[src/rtl/program_counter.sv]
// ---------------------------------------------------------------------------
// program_counter
//
// Purpose:
//   30-bit instruction word-address register. On every rising clock edge it
//   does exactly one of three things:
//     - reloads the reset vector,
//     - takes a jump target, or
//     - advances by one word.
//   Reset has the highest priority, then jump, then increment. The increment
//   wraps modulo 2^30. pc_value comes straight from the state register, so
//   there is no combinational path from any input to the output.
//
// Parameters:
//   RESET_ADDR   byte address loaded on reset; only bits [31:2] are used
//
// Ports:
//   clock        single clock; all updates happen on its rising edge
//   reset        synchronous, active-high; reloads RESET_ADDR[31:2]
//   jump_enable  when high, jump_input is loaded at the next edge
//   jump_input   word address of the jump target (ignored unless enabled)
//   pc_value     current instruction word address (registered)
// ---------------------------------------------------------------------------
module program_counter #(
   parameter logic [31:0] RESET_ADDR = 32'h0000_3000
) (
   input  logic        clock,
   input  logic        reset,
   input  logic        jump_enable,
   input  logic [31:2] jump_input,
   output logic [31:2] pc_value
);

   // Word-aligned reset vector; the two byte-offset bits are dropped.
   localparam logic [31:2] RESET_WORD = RESET_ADDR[31:2];

   logic [31:2] pc_q;
   logic [31:2] pc_d;

   // Sequential advance. Overflow out of bit 31 is discarded, which gives
   // the required wrap from all-ones back to zero with no carry or flag.
   function automatic logic [31:2] wrap_inc(input logic [31:2] pc);
      return pc + 30'd1;
   endfunction

   // Next-state selection, excluding reset. The jump target is only looked
   // at inside the enabled branch, so an unknown jump_input cannot reach
   // the register while jump_enable is low.
   always_comb begin
      pc_d = wrap_inc(pc_q);
      if (jump_enable) begin
         pc_d = jump_input;
      end
   end

   // State register. Reset is synchronous and overrides any jump that is
   // requested on the same edge.
   always_ff @(posedge clock) begin
      if (reset) begin
         pc_q <= RESET_WORD;
      end else begin
         pc_q <= pc_d;
      end
   end

   assign pc_value = pc_q;

endmodule

[config.mk]
export PLATFORM = sky130hd
export DESIGN_NAME = program_counter
export DESIGN_NICKNAME = d
export VERILOG_FILES = /design/src/rtl/program_counter.sv
export SDC_FILE = /design/constraint.sdc
export NUM_CORES = 1
export LEC_CHECK = 0
export ABC_AREA = 1
export BUFFER_PORTS_ARGS = -buffer_cell sky130_fd_sc_hd__buf_2
export CAP_MARGIN = 20
export CORE_AREA = 2 2 56 84
export CTS_BUF_LIST = sky130_fd_sc_hd__clkbuf_2 sky130_fd_sc_hd__clkbuf_4 sky130_fd_sc_hd__clkbuf_8
export DETAILED_ROUTE_END_ITERATION = 8
export DIE_AREA = 0 0 58 86
export GPL_TIMING_DRIVEN = 0
export HOLD_SLACK_MARGIN = 0.1
export PLACE_DENSITY = 0.76
export SKIP_CTS_REPAIR_TIMING = 1
export SYNTH_ARGS = -nofsm -noshare
export SYNTH_HDL_FRONTEND = slang
export SYNTH_SLANG_ARGS = --single-unit
[constraint.sdc]
create_clock -name clock -period 1.5 [get_ports clock]
set_clock_uncertainty 0.1 [all_clocks]
set_input_delay 0.225 -clock clock [delete_from_list [all_inputs] [get_ports clock]]
set_output_delay 0.225 -clock clock [all_outputs]
set_load 0.01 [all_outputs]
==> results.toml <==
[floorplanning]
core_um2 = 4210
initial_core_util_pct = 46.2
fp.dieArea_um2 = 4990
chipWidth_um = 58
io_pins = 63
die_h_um = 86
num_rows = 29

[route]
via_per_inst = 4.93
vias = 2222
drt_wl_total_mm = 5.47
ant_nets = 0
wl_per_cell_um = 12.1
drc = 0
detail_route.first_pass.iterations = 4
drt_iter0_drc = 90

[clock_network]
cts.sinks = 30
cts.path.max_buffers = 2
cts_buffers = 5
cts_tree = "built"
path_clk_slew_ns = 0.07
root_buffer = "clkbuf_8"
cts.htree.levels = 2
clk_latency_ns = 0.29

[global_routing]
grt_pass1_wl_mm = 8.69
antenna_found_initial = 0
grt_usage_pct = 22.7
grt_pass1_vias = 2036
grt.overflow.total = 0
grt_max_degree = 11

[timing]
slew-limit-headroom_pct = 67.1
hold_viol_final = 0
slew_viol_final = 0
setup_violations = 0
timing.final.crit_share_pct = 97.6
fmax_ghz = 0.683
setup_tns_ns = 0
grt_setup_unrepaired = "true"
tightest_slew_ns = 0.493
finalCriticalPeriod_ns = 1.46

[critical_path]
crit_path_end_kind = "flop"
cp_max_fo = 5
r2r_slack_ns = 0.04
path_class = "reg2reg"
worstPathArrival_ns = 1.55
required_ns = 1.59
reg2regPathDepth = 10
critical_path.cell_chain = "ha_4, nand3_4, nor2_4, nand2_2, inv_2, nand2_1, nand2_1, nand3_1, nand2_1, inv_1"
startpoint_type = "flop"
max_stage_delay_ns = 0.38
slowest_stage = "dfxtp_4"
crit_top_cell = "nand2_1"
r2r_end = "pc_value[28]"
r2r-start = "pc_value[2]"

[logic_synthesis]
synthAdderAreaFrac_pct = 0.644
synth_commonest_cells = "nand2_1 (83), nor2_1 (82), inv_1 (38), dfxtp_1 (30), nand3_1 (25)"
synth_top_area_share_pct = 30.9
synthXorXnorAreaFrac_pct = 4.05
synth_top_family_by_area = "simple AND/OR/NAND/NOR gates"
synth_ff_type = "dfxtp_1"
synth_most_common_cell = "nand2_1"
syn_inst = 332
async_flop_share_pct = 0
synth_compound_area_share_pct = 9.78
synth_seq_area_share_pct = 30.9
synthTopCellsByArea = "dfxtp_1 (31%), nand2_1 (16%), nor2_1 (16%)"
synth_warnings = 0
synth_cell_types = 22
yosysTopAreaCell = "dfxtp_1"
synth-simple-area-share_pct = 44.5
syn_nets = 366
netlist_area_um2 = 1940
synth_edf_count = 0
muxShareOfSynthArea_pct = 0
ys_ff_latch = 30
syn_avg_cell_area_um2 = 5.86

[worst_hold_path]
hold_path_end = "pc_value[26]"
hp-start = "jump_input[26]"
holdCritPathClass = "in2reg"
hold_path_depth = 3

[final_layout]
area_growth_pct = 32.9
fin_util_pct = 61.4
largest_reg_flops = 30
layout-drive-gt1-share_pct = 29.4
fin_nets = 438
antennaDiodeCount = 0

[power]
powerDensity_nw_per_um2 = 775
peakVddDrop_uv = 695
leakage_nw = 1.24

[placed_design]
dp_hpwl_mm = 4.21
port_buffers = 61
gp_congestion = 0.925

[job]
maxCapViolations = 0

[status]
status = "finished, final reports clean"
power breakdown:
part | total, mW | internal [mW] | switching (mW)
sequential | 0.937 | 0.860 | 0.0767
clock | 0.700 | 0.388 | 0.312
combinational | 0.366 | 0.160 | 0.206
total | 2.00 | 1.41 | 0.595
cell type report:
class	count	area, µm²
fillers	424	1620
multi-input cells	253	1270
flip-flops and latches	30	626
repair buffers	65	343
inverters	40	150
clock buffers	7	90.1
well taps	46	57.6
plain buffers	9	47.5
clock inverters	1	5.00
kinds of logic (layout without fill, tap and decap cells):
| kind of cell | count (synthesis) | in the layout |
|---|---|---|
| buffers and inverters | 49 | 122 |
| XOR/XNOR | 9 | 9 |
| adder cells (fa/ha/maj) | 1 | 1 |
| AND/OR/NAND/NOR | 206 | 206 |
| flip-flops | 30 | 30 |
| AO/OA/AOI/OAI | 37 | 37 |
critical path: cells and delay by family, from the launching register on:
family                   cells  cell delay (ns)
flip-flops                   1             0.38
adder cells (fa/ha/maj)      1             0.17
AND/OR/NAND/NOR              7             0.59
buffers and inverters        2             0.11
layer usage:
metal  global-route usage [%]  up-vias  share of wire, %
li1                         -     1163                 -
met1                     25.0      972                40
met2                     40.4       72                53
met3                     3.47       15               4.1
met4                     12.9        0               3.1
met5                        0        -                 0
cell usage in the layout, fill, tap and decap left out, types with 2 or more instances in the layout:
master / synthesis / final
xor2_1: 6 / 6
dlygate4sd3_1: 0 / 3
dfxtp_1: 30 / 16
o21bai_1: 2 / 2
and2_1: 3 / 3
nand2_1: 83 / 79
inv_1: 38 / 38
a21oi_1: 13 / 13
nor2_2: 4 / 9
clkbuf_1: 5 / 5
xnor2_1: 3 / 3
or2_0: 3 / 3
dfxtp_2: 0 / 11
nand3_1: 25 / 23
nand2_2: 2 / 3
buf_2: 2 / 63
o21ai_0: 22 / 20
inv_2: 1 / 2
dfxtp_4: 0 / 3
buf_4: 1 / 2
clkbuf_8: 0 / 6
nor2_1: 82 / 70
o21ai_1: 0 / 2
nand2_4: 0 / 3
nor2_4: 4 / 11
worst max path at each step:
stage                startpoint           end  slack (ns)  cells past startpoint
global placement    pc_value[3]  pc_value[28]       -0.14                     10
CTS                 pc_value[3]  pc_value[28]       -0.17                     10
global route        pc_value[5]  pc_value[21]       -0.07                      9
floorplan           pc_value[3]  pc_value[28]       0.003                     10
finish              pc_value[2]  pc_value[28]        0.04                     10
detailed placement  pc_value[3]  pc_value[28]       -0.15                     10
per-stage QoR:
stage | setup WS (ns) | cell area [µm²] | hold slack (ns) | total power, mW | cells
after floorplan | 0.00269 | 1950 | 0.249 | 1.13 | 332
after global placement | -0.140 | 2310 | 0.340 | 1.28 | 439
after detailed placement | -0.149 | 2310 | 0.346 | 1.28 | 439
after CTS | -0.167 | 2400 | 0.0508 | 1.97 | 447
after global routing | -0.0712 | 2580 | 0.145 | 2.09 | 451
final | 0.0364 | 2580 | 0.103 | 2.00 | 451
Note: power is estimated with default switching activity, not from simulation.
